`src/rtl/mem_arbiter_if.sv`:
```
// Bundle of requester, response and memory-card signals for mem_arbiter.
// slave is the arbiter's view; master is the view of whatever drives it.
interface mem_arbiter_if;
    logic       clr_req;
    logic       clr_done;

    logic       p0_valid;
    logic       p0_ready;
    logic       p0_we;
    logic [3:0] p0_addr;
    logic [7:0] p0_wdata;
    logic       p0_resp_valid;
    logic       p0_resp_err;

    logic       p1_valid;
    logic       p1_ready;
    logic       p1_we;
    logic [3:0] p1_addr;
    logic [7:0] p1_wdata;
    logic       p1_resp_valid;
    logic       p1_resp_err;

    logic [7:0] resp_rdata;

    logic       mem_rw;
    logic       mem_clr;
    logic [3:0] mem_address;
    logic [7:0] mem_data_in;
    logic [7:0] mem_data_out;
    logic       mem_out_valid;
    logic       busy;

    modport slave (
        input  clr_req, p0_valid, p0_we, p0_addr, p0_wdata,
        input  p1_valid, p1_we, p1_addr, p1_wdata, mem_data_out, mem_out_valid,
        output clr_done, p0_ready, p0_resp_valid, p0_resp_err,
        output p1_ready, p1_resp_valid, p1_resp_err, resp_rdata,
        output mem_rw, mem_clr, mem_address, mem_data_in, busy
    );

    modport master (
        output clr_req, p0_valid, p0_we, p0_addr, p0_wdata,
        output p1_valid, p1_we, p1_addr, p1_wdata, mem_data_out, mem_out_valid,
        input  clr_done, p0_ready, p0_resp_valid, p0_resp_err,
        input  p1_ready, p1_resp_valid, p1_resp_err, resp_rdata,
        input  mem_rw, mem_clr, mem_address, mem_data_in, busy
    );
endinterface

```
`src/rtl/mem_arbiter.sv`:
```
// Two-port round-robin arbiter and sequencer for the shared 16 x 8 data memory,
// with read timeout and a clear sequencer.
module mem_arbiter #(
    parameter int unsigned TIMEOUT    = 4,
    parameter int unsigned CLR_CYCLES = 2
) (
    input logic          clk,
    input logic          reset,
    mem_arbiter_if.slave bus
);

    localparam logic [2:0] StIdle     = 3'd0;
    localparam logic [2:0] StClear    = 3'd1;
    localparam logic [2:0] StWrite    = 3'd2;
    localparam logic [2:0] StReadWait = 3'd3;
    localparam logic [2:0] StResp     = 3'd4;

    localparam logic [3:0] TimeoutLast = 4'(TIMEOUT - 1);
    localparam logic [3:0] ClrLast     = 4'(CLR_CYCLES - 1);

    logic [2:0] state_q, state_d;
    logic       last_grant_q, last_grant_d;
    logic       gnt_q, gnt_d;
    logic       we_q, we_d;
    logic [3:0] addr_q, addr_d;
    logic [7:0] wdata_q, wdata_d;
    logic [7:0] rdata_q, rdata_d;
    logic       err_q, err_d;
    logic [3:0] cnt_q, cnt_d;
    logic       clr_done_q, clr_done_d;

    logic idle, take0, take1, resp;

    assign idle = (state_q == StIdle);
    // last_grant_q == 1 means port 1 was served last, so port 0 wins a tie.
    assign take0 = idle & ~bus.clr_req & bus.p0_valid & (~bus.p1_valid | last_grant_q);
    assign take1 = idle & ~bus.clr_req & bus.p1_valid & (~bus.p0_valid | ~last_grant_q);

    always_comb begin
        state_d      = state_q;
        last_grant_d = last_grant_q;
        gnt_d        = gnt_q;
        we_d         = we_q;
        addr_d       = addr_q;
        wdata_d      = wdata_q;
        rdata_d      = rdata_q;
        err_d        = err_q;
        cnt_d        = cnt_q;
        clr_done_d   = 1'b0;

        case (state_q)
            StIdle: begin
                cnt_d = 4'd0;
                if (bus.clr_req) begin
                    state_d = StClear;
                end else if (take0 || take1) begin
                    gnt_d        = take1;
                    last_grant_d = take1;
                    we_d         = take1 ? bus.p1_we : bus.p0_we;
                    addr_d       = take1 ? bus.p1_addr : bus.p0_addr;
                    if (we_d) begin
                        wdata_d = take1 ? bus.p1_wdata : bus.p0_wdata;
                    end
                    state_d = we_d ? StWrite : StReadWait;
                end
            end
            StClear: begin
                if (cnt_q == ClrLast) begin
                    state_d    = StIdle;
                    clr_done_d = 1'b1;
                end else begin
                    cnt_d = cnt_q + 4'd1;
                end
            end
            StWrite: begin
                err_d   = 1'b0;
                state_d = StResp;
            end
            StReadWait: begin
                // Valid data takes precedence over a timeout on the same cycle.
                if (bus.mem_out_valid) begin
                    rdata_d = bus.mem_data_out;
                    err_d   = 1'b0;
                    state_d = StResp;
                end else if (cnt_q == TimeoutLast) begin
                    rdata_d = 8'h00;
                    err_d   = 1'b1;
                    state_d = StResp;
                end else begin
                    cnt_d = cnt_q + 4'd1;
                end
            end
            StResp: begin
                state_d = StIdle;
            end
            default: begin
                state_d = StIdle;
            end
        endcase
    end

    always_ff @(posedge clk) begin
        if (reset) begin
            state_q      <= StIdle;
            last_grant_q <= 1'b1;
            gnt_q        <= 1'b0;
            we_q         <= 1'b0;
            addr_q       <= 4'd0;
            wdata_q      <= 8'd0;
            rdata_q      <= 8'd0;
            err_q        <= 1'b0;
            cnt_q        <= 4'd0;
            clr_done_q   <= 1'b0;
        end else begin
            state_q      <= state_d;
            last_grant_q <= last_grant_d;
            gnt_q        <= gnt_d;
            we_q         <= we_d;
            addr_q       <= addr_d;
            wdata_q      <= wdata_d;
            rdata_q      <= rdata_d;
            err_q        <= err_d;
            cnt_q        <= cnt_d;
            clr_done_q   <= clr_done_d;
        end
    end

    assign resp = (state_q == StResp);

    assign bus.p0_ready      = take0;
    assign bus.p1_ready      = take1;
    assign bus.p0_resp_valid = resp & ~gnt_q;
    assign bus.p1_resp_valid = resp & gnt_q;
    assign bus.p0_resp_err   = resp & ~gnt_q & err_q;
    assign bus.p1_resp_err   = resp & gnt_q & err_q;
    assign bus.resp_rdata    = rdata_q;
    assign bus.mem_rw        = (state_q == StWrite);
    assign bus.mem_clr       = (state_q == StClear);
    assign bus.mem_address   = addr_q;
    assign bus.mem_data_in   = wdata_q;
    assign bus.busy          = ~idle;
    assign bus.clr_done      = clr_done_q;

endmodule

```
`src/flat_wrapper.sv`:
```
// flat-port wrapper written by rule: the top's interface ports become plain ports
module mem_arbiter_flat 
#(
    parameter int unsigned TIMEOUT    = 4,
    parameter int unsigned CLR_CYCLES = 2
)
  (clk, reset, bus_clr_req, bus_p0_valid, bus_p0_we, bus_p0_addr, bus_p0_wdata, bus_p1_valid, bus_p1_we, bus_p1_addr, bus_p1_wdata, bus_mem_data_out, bus_mem_out_valid, bus_clr_done, bus_p0_ready, bus_p0_resp_valid, bus_p0_resp_err, bus_p1_ready, bus_p1_resp_valid, bus_p1_resp_err, bus_resp_rdata, bus_mem_rw, bus_mem_clr, bus_mem_address, bus_mem_data_in, bus_busy);
  mem_arbiter_if bus_i ();
  input logic clk;
  input logic reset;
  input wire logic [$bits(bus_i.clr_req)-1:0] bus_clr_req;
  input wire logic [$bits(bus_i.p0_valid)-1:0] bus_p0_valid;
  input wire logic [$bits(bus_i.p0_we)-1:0] bus_p0_we;
  input wire logic [$bits(bus_i.p0_addr)-1:0] bus_p0_addr;
  input wire logic [$bits(bus_i.p0_wdata)-1:0] bus_p0_wdata;
  input wire logic [$bits(bus_i.p1_valid)-1:0] bus_p1_valid;
  input wire logic [$bits(bus_i.p1_we)-1:0] bus_p1_we;
  input wire logic [$bits(bus_i.p1_addr)-1:0] bus_p1_addr;
  input wire logic [$bits(bus_i.p1_wdata)-1:0] bus_p1_wdata;
  input wire logic [$bits(bus_i.mem_data_out)-1:0] bus_mem_data_out;
  input wire logic [$bits(bus_i.mem_out_valid)-1:0] bus_mem_out_valid;
  output wire logic [$bits(bus_i.clr_done)-1:0] bus_clr_done;
  output wire logic [$bits(bus_i.p0_ready)-1:0] bus_p0_ready;
  output wire logic [$bits(bus_i.p0_resp_valid)-1:0] bus_p0_resp_valid;
  output wire logic [$bits(bus_i.p0_resp_err)-1:0] bus_p0_resp_err;
  output wire logic [$bits(bus_i.p1_ready)-1:0] bus_p1_ready;
  output wire logic [$bits(bus_i.p1_resp_valid)-1:0] bus_p1_resp_valid;
  output wire logic [$bits(bus_i.p1_resp_err)-1:0] bus_p1_resp_err;
  output wire logic [$bits(bus_i.resp_rdata)-1:0] bus_resp_rdata;
  output wire logic [$bits(bus_i.mem_rw)-1:0] bus_mem_rw;
  output wire logic [$bits(bus_i.mem_clr)-1:0] bus_mem_clr;
  output wire logic [$bits(bus_i.mem_address)-1:0] bus_mem_address;
  output wire logic [$bits(bus_i.mem_data_in)-1:0] bus_mem_data_in;
  output wire logic [$bits(bus_i.busy)-1:0] bus_busy;
  assign bus_i.clr_req = bus_clr_req;
  assign bus_i.p0_valid = bus_p0_valid;
  assign bus_i.p0_we = bus_p0_we;
  assign bus_i.p0_addr = bus_p0_addr;
  assign bus_i.p0_wdata = bus_p0_wdata;
  assign bus_i.p1_valid = bus_p1_valid;
  assign bus_i.p1_we = bus_p1_we;
  assign bus_i.p1_addr = bus_p1_addr;
  assign bus_i.p1_wdata = bus_p1_wdata;
  assign bus_i.mem_data_out = bus_mem_data_out;
  assign bus_i.mem_out_valid = bus_mem_out_valid;
  assign bus_clr_done = bus_i.clr_done;
  assign bus_p0_ready = bus_i.p0_ready;
  assign bus_p0_resp_valid = bus_i.p0_resp_valid;
  assign bus_p0_resp_err = bus_i.p0_resp_err;
  assign bus_p1_ready = bus_i.p1_ready;
  assign bus_p1_resp_valid = bus_i.p1_resp_valid;
  assign bus_p1_resp_err = bus_i.p1_resp_err;
  assign bus_resp_rdata = bus_i.resp_rdata;
  assign bus_mem_rw = bus_i.mem_rw;
  assign bus_mem_clr = bus_i.mem_clr;
  assign bus_mem_address = bus_i.mem_address;
  assign bus_mem_data_in = bus_i.mem_data_in;
  assign bus_busy = bus_i.busy;
  mem_arbiter #(.TIMEOUT(TIMEOUT), .CLR_CYCLES(CLR_CYCLES)) u_core (.clk(clk), .reset(reset), .bus(bus_i));
endmodule
```
`config.mk`:
```
export PLATFORM = sky130hd
export DESIGN_NAME = mem_arbiter_flat
export DESIGN_NICKNAME = d
export VERILOG_FILES = /design/src/rtl/mem_arbiter_if.sv /design/src/rtl/mem_arbiter.sv /design/src/flat_wrapper.sv
export SDC_FILE = /design/constraint.sdc
export NUM_CORES = 1
export LEC_CHECK = 0
export CAP_MARGIN = 40
export CORE_ASPECT_RATIO = 0.6
export CORE_MARGIN = 4
export CORE_UTILIZATION = 44
export DETAILED_ROUTE_END_ITERATION = 16
export HOLD_SLACK_MARGIN = 0.06
export PLACE_DENSITY = 0.93
export SLEW_MARGIN = 20
export SYNTH_ARGS = -nofsm -noshare
export SYNTH_HDL_FRONTEND = slang
export SYNTH_SLANG_ARGS = --single-unit
```
`constraint.sdc`:
```
create_clock -name clk -period 3.05 [get_ports clk]
set_input_delay 0.7625 -clock clk [delete_from_list [all_inputs] [get_ports clk]]
set_output_delay 0.7625 -clock clk [all_outputs]
set_load 0.02 [all_outputs]
```
Word level (Yosys, flattened, before mapping)
Cells that the tools add are included.
{ "totals": {"ff_bits": 31, "out_inout_bits": 30} }
{ "op_classes": {"reduce_logical": 12, "add_sub_neg": 1, "muxes": 20, "bitwise": 18, "eq_ne": 12} }
{ "ops": {"columns": ["op", "n"], "rows": [
  ["two-way mux 8 bit", 3],
  ["two-way mux 4 bit", 4],
  ["two-way mux 3 bit", 5],
  ["one-hot mux 3 bit (4 select lines)", 1],
  ["one-hot mux 4 bit (3 select lines)", 1],
  ["bitwise AND 1 bit", 9],
  ["AND reduction 4 bit", 2],
  ["inverter 1 bit", 7],
  ["== test 3 x 2 -> 1 bit, second input constant", 2],
  ["inequality test 2 bit, second input constant", 3],
  ["AND reduction 3 bit", 2],
  ["two-way mux 1 bit", 5],
  ["adder 4 x 1 -> 4 bit, second input constant", 1],
  ["== test 4 x 1 -> 1 bit, second input constant", 1],
  ["== test 4 x 2 -> 1 bit, second input constant", 1],
  ["AND reduction 2 bit", 2],
  ["nonzero test 2 bit", 2],
  ["== test 3 x 1 -> 1 bit, second input constant", 1],
  ["== test 3 bit, second input constant", 1],
  ["logical NOT 3 bit", 1],
  ["inequality test 3 x 2 -> 1 bit, second input constant", 1],
  ["inequality test 3 bit, second input constant", 1],
  ["nonzero test 3 bit", 1],
  ["inequality test 2 x 1 -> 1 bit, second input constant", 1],
  ["4 further kinds", 5]
]} }

Logic depth before layout (Yosys ltp)
Gate-level depths: netlist of run 1.
{ "depth": {"depth_word": 9, "ltp_mapped": 6} }

Least setup slack after synthesis of run 1
OpenSTA, ideal clock, no wires.
{ "synth_path": {"path_type": "input-to-output", "startpoint": "input port bus_p1_valid", "endpoint": "output port bus_p1_ready", "stages": 2, "slack_ns": 0.966, "t_required_ns": 2.288, "path_buffers": 0, "arrival_ns": 1.322, "path_cell_list": "a21boi_2 > and2_1"} }
{ "synth_via": {"elab_chain_len": 2} }
{ "synth_rtl": {"columns": ["element", "line_no", "rtl"], "rows": [
  ["start: declaration", "flat_wrapper.sv:16", "input wire logic [$bits(bus_i.p1_valid)-1:0] bus_p1_valid;"],
  ["bitwise AND 1 bit (2 in a row)", "mem_arbiter.sv:37", "assign take1 = idle & ~bus.clr_req & bus.p1_valid & (~bus.p0_valid | ~last_grant_q);"],
  ["end: declaration", "flat_wrapper.sv:26", "output wire logic [$bits(bus_i.p1_ready)-1:0] bus_p1_ready;"]
]} }
No other way between the ends.

Worst setup path after layout of run 1
{ "layout_path": {"startpoint": "input port bus_clr_req", "endpoint": "output port bus_p0_ready"} }
{ "layout_via": {"elab_chain_len": 4} }
{ "layout_rtl": {"columns": ["element", "line_no", "rtl"], "rows": [
  ["start: declaration", "flat_wrapper.sv:11", "input wire logic [$bits(bus_i.clr_req)-1:0] bus_clr_req;"],
  ["inverter 1 bit (no line)", null, null],
  ["bitwise AND 1 bit (3 in a row)", "mem_arbiter.sv:36", "assign take0 = idle & ~bus.clr_req & bus.p0_valid & (~bus.p1_valid | last_grant_q);"],
  ["end: declaration", "flat_wrapper.sv:23", "output wire logic [$bits(bus_i.p0_ready)-1:0] bus_p0_ready;"]
]} }
No other way between the ends.

==> results of run 1 <==
-- tightest hold or removal path, stage by stage (launching register included) --
cell and delay [ps]:
dfxtp_1 320, a22oi_1 80, nor2_1 70
-- synthesized netlist by cell type (2+ instances only) --
| cell | n |
|---|---|
| nand2b_1 | 4 |
| o21ai_0 | 5 |
| ha_1 | 2 |
| and3_1 | 3 |
| a211oi_2 | 12 |
| a21oi_1 | 12 |
| clkbuf_1 | 4 |
| nor2_1 | 23 |
| inv_1 | 6 |
| a22oi_1 | 8 |
| nand3_1 | 2 |
| or4b_1 | 2 |
| nor2b_1 | 2 |
| dfxtp_1 | 31 |
| buf_4 | 3 |
| a211oi_1 | 2 |
| nor3_1 | 3 |
| buf_2 | 3 |
| mux2i_1 | 13 |
| and2_1 | 3 |
| a31oi_1 | 2 |
-- path summary, 6_finish.rpt --
path                            slack [ps]  cells past startpoint                       end
worst max register to register        1270                      5           u_core.cnt_q[3]
worst min register to register         510                      2  u_core.bus.resp_rdata[1]
worst min-delay path                   510                      2  u_core.bus.resp_rdata[1]
worst max-delay path                   310                      4              bus_p0_ready
-- power breakdown --
group          internal (W)  switching [W]
clock network      0.000177       0.000140
registers          0.000429      0.0000206
logic              0.000141       0.000132
-- sequential cells by signal (all words and copies together), names as in the netlist --
| name | flops |
|---|---|
| u_core.bus.mem_data_in | 8 |
| u_core.bus.mem_address | 4 |
| u_core.bus.clr_done | 1 |
| u_core.gnt_q | 1 |
| u_core.bus.resp_rdata | 8 |
| u_core.last_grant_q | 1 |
| u_core.state_q | 3 |
| u_core.cnt_q | 4 |
| u_core.err_q | 1 |
-- metal layers --
metal	GRT usage (%)	routed length, um	share of wire, %
met5	0	0	0
met4	5.00	23	0.55
met3	8.41	423	10
met2	27.4	1730	41
met1	25.8	2010	48
-- cell families after synthesis --
family | share of synthesized area (%)
compound gates | 26.2
simple gates | 17.9
flops | 40.3
buf+inv | 5.60
mux | 8.45
fa+ha+maj | 1.62
-- through the flow --
stage	cells	cell area (um2)	total power [W]	hold slack [ps]
after global placement	272	2270	0.000722	488
final	279	2370	0.00104	506
after floorplan	164	1540	0.000602	463
after detailed placement	272	2270	0.000730	499
after global routing	279	2370	0.00110	541
after CTS	279	2350	0.00105	510
-- area by class of cell --
cell class	instances	area share, %
Multi-Input combinational cell	115	35.6
Timing Repair Buffer	75	31.1
Sequential cell	31	26.2
Clock buffer	6	3.49
Tap cell	45	2.38
Inverter	6	0.952
Clock inverter	1	0.212
-- repair_timing --
action                                 4_1_cts  5_1_grt
endpoints found under the hold margin        0        0
buffers inserted                             0        0
resized for setup                            1        2
setup endpoints to repair                    1        1
==> results.ini, run 1 <==
[cells_and_area]
n_antenna_cell=0
final_core_util_pct=71.6
layout.nets=276
fill_cells=286
drive_gt1_share_pct=12.4
layout.cells.most_common=clkdlybuf4s50_1
multi_input_area_um2=842
syn_to_final_growth_pct=53.6
final_cell_mix=clkdlybuf4s50_1 (67), dfxtp_1 (31), nor2_1 (23)
seqCellArea_um2=621

[run_status]
status=finished clean

[yosys]
synthFlopType=dfxtp_1
syn-instance-count=164
synth_top_cell_area_share_pct=40.3
synth_edf_count=0
synth-async-reset-ratio_pct=0
synthesis.yosys.warnings=0
syn_area_um2=1540
synth_area_leaders=dfxtp_1 (40%), a211oi_2 (9.7%), mux2i_1 (8.4%)
synth_cell_types=40
synth_nets=206
ys_seq_elements=31
yosysTopAreaCell=dfxtp_1
syn_avg_cell_area_um2=9.39
ys_seq_area_share_pct=40.3

[timing]
fin_worst_skew_ps=1.69
final_max_slew_viol_count=0
tightest_slew_ps=632
period_needed_ps=2740
finalHoldViolCount=0
final.setup.worst_slack_ps=306
rsz0062_at_grt=no
min_period_over_period_pct=90.0
tns_ps=0
slew_headroom_pct=57.7
setup_viol=0
fmax_mhz=364

[setup_path]
cp-startpoint=bus_clr_req
cp_top_family=buffers and inverters
cp_slowest_cell=clkdlybuf4s50_1
cpPeakStageDelay_ps=470
crit_required_ps=2290
worst_ep_arrival_time_ps=1980
worst_setup_path_end_kind=primary output
worst_setup_path_start_kind=primary input
r2r-start=u_core.cnt_q[0]
critical_path.cell_chain=clkdlybuf4s50_1 -> nor4_4 -> and3_1 -> dlygate4sd2_1
critPathBufInv=2
crit_type=in -> out
path_max_fanout=3

[clock_tree]
htreeDepth=2
holdBufCountCts=0
insertion_delay_ps=270
clkTransAtPathRegs_ps=60
cts-root-buf=clkbuf_8
cts_sinks=31
tritoncts=yes
ctsLongestPathBuffers=2
numCtsBuffers=5

[job]
max-cap-violations=0

[die]
die_width_um=84.4
row_count=16
ios=70
core_um2=3300
start_util_pct=46.6
die_area_um2=4540
die_h_um=53.8

[global_routing]
grt-ovfl-total=0
grt_pass1_wl_um=6800
grt_max_degree=30
grt_pass1_vias=1373
grt_use_total_pct=19.0
grt_antenna_before_repair=0

[power_and_ir_drop]
p_per_area_nw_per_um2=439
p_leak_nw=0.866
irDropWorstVdd_uv=240

[route]
drt_pass1_iterations=4
routed_via_density=5.34
drc_errors=0
wirelength_um=4180
wire_per_inst_um=15.0
vias=1489
ant_nets=0
drt_iter0_drc=109

[placement]
port_buffers=69
dpl.hpwl_um=3230
dpl_worst_slack_ps=-19.3
place_congestion=0.772

[hold_path]
hold_path.class=reg -> reg
hp-start=u_core.bus.resp_rdata[1]

No activity file was read; power rests on OpenSTA's default activity.
==> run 2, diff against run 1 <==
Settings changed: SLEW_MARGIN 20 to unset.
==> results of run 2 <==
The final DEF is identical to that of run 1; final timing and power are the same.
==> run 3, diff against run 2 <==
Settings changed: CORE_MARGIN 4 to 2.
==> results.ini, run 3 (same netlist as run 1, synthesis figures left out) <==
[route]
vias=1478  ; -0.74%
ant_nets=0  ; unchanged
drc_errors=0  ; unchanged
drt_iter0_drc=56  ; -49%
wirelength_um=4090  ; -2.2%
drt_pass1_iterations=5  ; +1
routed_via_density=5.30  ; -0.74%
wire_per_inst_um=14.7  ; -2.2%

[timing]
min_period_over_period_pct=87.1  ; -2.9 points
period_needed_ps=2660  ; -88.4 ps
rsz0062_at_grt=no
finalHoldViolCount=0  ; unchanged
setup_viol=0  ; unchanged
tightest_slew_ps=668  ; +36.2 ps
final_max_slew_viol_count=0  ; unchanged
fmax_mhz=376  ; +3.3%
slew_headroom_pct=55.3  ; -2.4 points
fin_worst_skew_ps=1.03  ; -0.657 ps
tns_ps=0  ; unchanged

[cells_and_area]
fill_cells=270  ; -5.6%
seqCellArea_um2=621  ; unchanged
drive_gt1_share_pct=11.5  ; -0.85 points
post-route-cell-area_um2=2360  ; -0.42%
instances_no_fill=279  ; unchanged
layout.cells.most_common=clkdlybuf4s50_1
n_antenna_cell=0  ; unchanged
final_core_util_pct=71.3  ; -0.30 points
layout.nets=275  ; -0.36%
syn_to_final_growth_pct=53.0
multi_input_area_um2=842  ; unchanged
final_cell_mix=clkdlybuf4s50_1 (67), dfxtp_1 (31), nor2_1 (23)

[die]
core_um2=3300  ; unchanged
die_width_um=80.4  ; -4.7%
ios=70  ; unchanged
start_util_pct=46.6  ; unchanged
die_area_um2=4010  ; -12%
die_h_um=49.8  ; -7.4%
row_count=16  ; unchanged

[hold_path]
hp-start=u_core.bus.resp_rdata[2]
hold_depth=2  ; unchanged
hold_path.class=reg -> reg

[placement]
dpl.hpwl_um=2990  ; -7.4%
port_buffers=69  ; unchanged
place_congestion=0.824  ; +6.6%
dp.cells=271  ; -0.37%
dpl_cell_area_um2=2260  ; -0.33%

[setup_path]
cp_top_family=flip-flops
path_max_fanout=14  ; +11
worst_ep_arrival_time_ps=1890  ; -90 ps
cp_slowest_cell=dfxtp_1
worst_setup_path_start_kind=register
path_depth=4  ; unchanged
cpPeakStageDelay_ps=610  ; +140 ps
cp-startpoint=u_core.state_q[0]
reg2reg_depth=6  ; +1
crit_required_ps=2290  ; about the same
r2r-start=u_core.state_q[0]
critical_path.cell_chain=nor2_1 -> and3_1 -> and2_1 -> clkdlybuf4s50_1
crit_type=reg -> out
critPathBufInv=1  ; -1
worst_setup_path_end_kind=primary output

[global_routing]
grt_pass1_wl_um=6510  ; -4.3%
grtUsageMet3_pct=8.24  ; -0.17 points
top_usage_layer=met2
globalRouteMet2Util_pct=31.0  ; +3.6 points
grt_max_degree=30  ; unchanged
grt_use_total_pct=21.1  ; +2.1 points
grt_use_met1_pct=28.1  ; +2.3 points
grt_pass1_vias=1402  ; +2.1%
grt_antenna_before_repair=0  ; unchanged
grt-ovfl-total=0  ; unchanged

[clock_tree]
clkTransAtPathRegs_ps=60  ; about the same
htreeDepth=2  ; unchanged
ctsLongestPathBuffers=2  ; unchanged
insertion_delay_ps=270  ; about the same
tritoncts=yes
cts-root-buf=clkbuf_8
numCtsBuffers=5  ; unchanged
holdBufCountCts=0  ; unchanged
cts_sinks=31  ; unchanged
cts-resized-gates=0  ; -1
cts_setup_buffers=0  ; unchanged

[job]
max-cap-violations=0  ; unchanged

[power_and_ir_drop]
p_per_area_nw_per_um2=433  ; -1.3%
irDropWorstVdd_uv=246  ; +2.3%
p_leak_nw=0.869  ; +0.27%

[run_status]
status=finished clean

==> run 3: final cells by class <==
class	instances	share of cell area, %
Clock inverter	1	0.212
Sequential cell	31	26.3
Timing Repair Buffer	74	31.1
Multi-Input combinational cell	115	35.7
Clock buffer	7	3.24
Inverter	6	0.956
Tap cell	45	2.39
==> run 3: metrics by stage <==
stage / hold slack (ps) / setup slack, ps / power [W]
floorplan: 463 / 966 / 0.000602
global placement: 488 / 3.57 / 0.000719
detailed placement: 504 / 6.30 / 0.000725
CTS: 519 / 6.33 / 0.00103
global route: 543 / 229 / 0.00107
finish: 523 / 394 / 0.00102
==> run 3: metal layers <==
layer | wire length, um | share of wire, %
met1 | 1900 | 46
met2 | 1720 | 42
met3 | 396 | 9.7
met4 | 72 | 1.8
met5 | 0 | 0
==> run 3: path summary, 6_finish.rpt <==
check / endpoint / slack, ps
max: bus_p1_resp_err / 390
min: u_core.bus.resp_rdata[2] / 520
max reg2reg: u_core.bus.mem_address[3] / 1220
min reg2reg: u_core.bus.resp_rdata[2] / 520
==> run 3: worst register-to-register path, cell delays in order (launching register included) <==
cell and delay (ps):
dfxtp_1 450, nor4_4 370, buf_4 230, nor2b_1 240, buf_4 220, nor2_1 70, a211oi_2 180
==> run 3: report_power, final <==
group | total [W] | internal [W] | switching (W)
Sequential | 0.000454 | 0.000429 | 0.0000252
Clock | 0.000301 | 0.000160 | 0.000141
Combinational | 0.000266 | 0.000140 | 0.000126
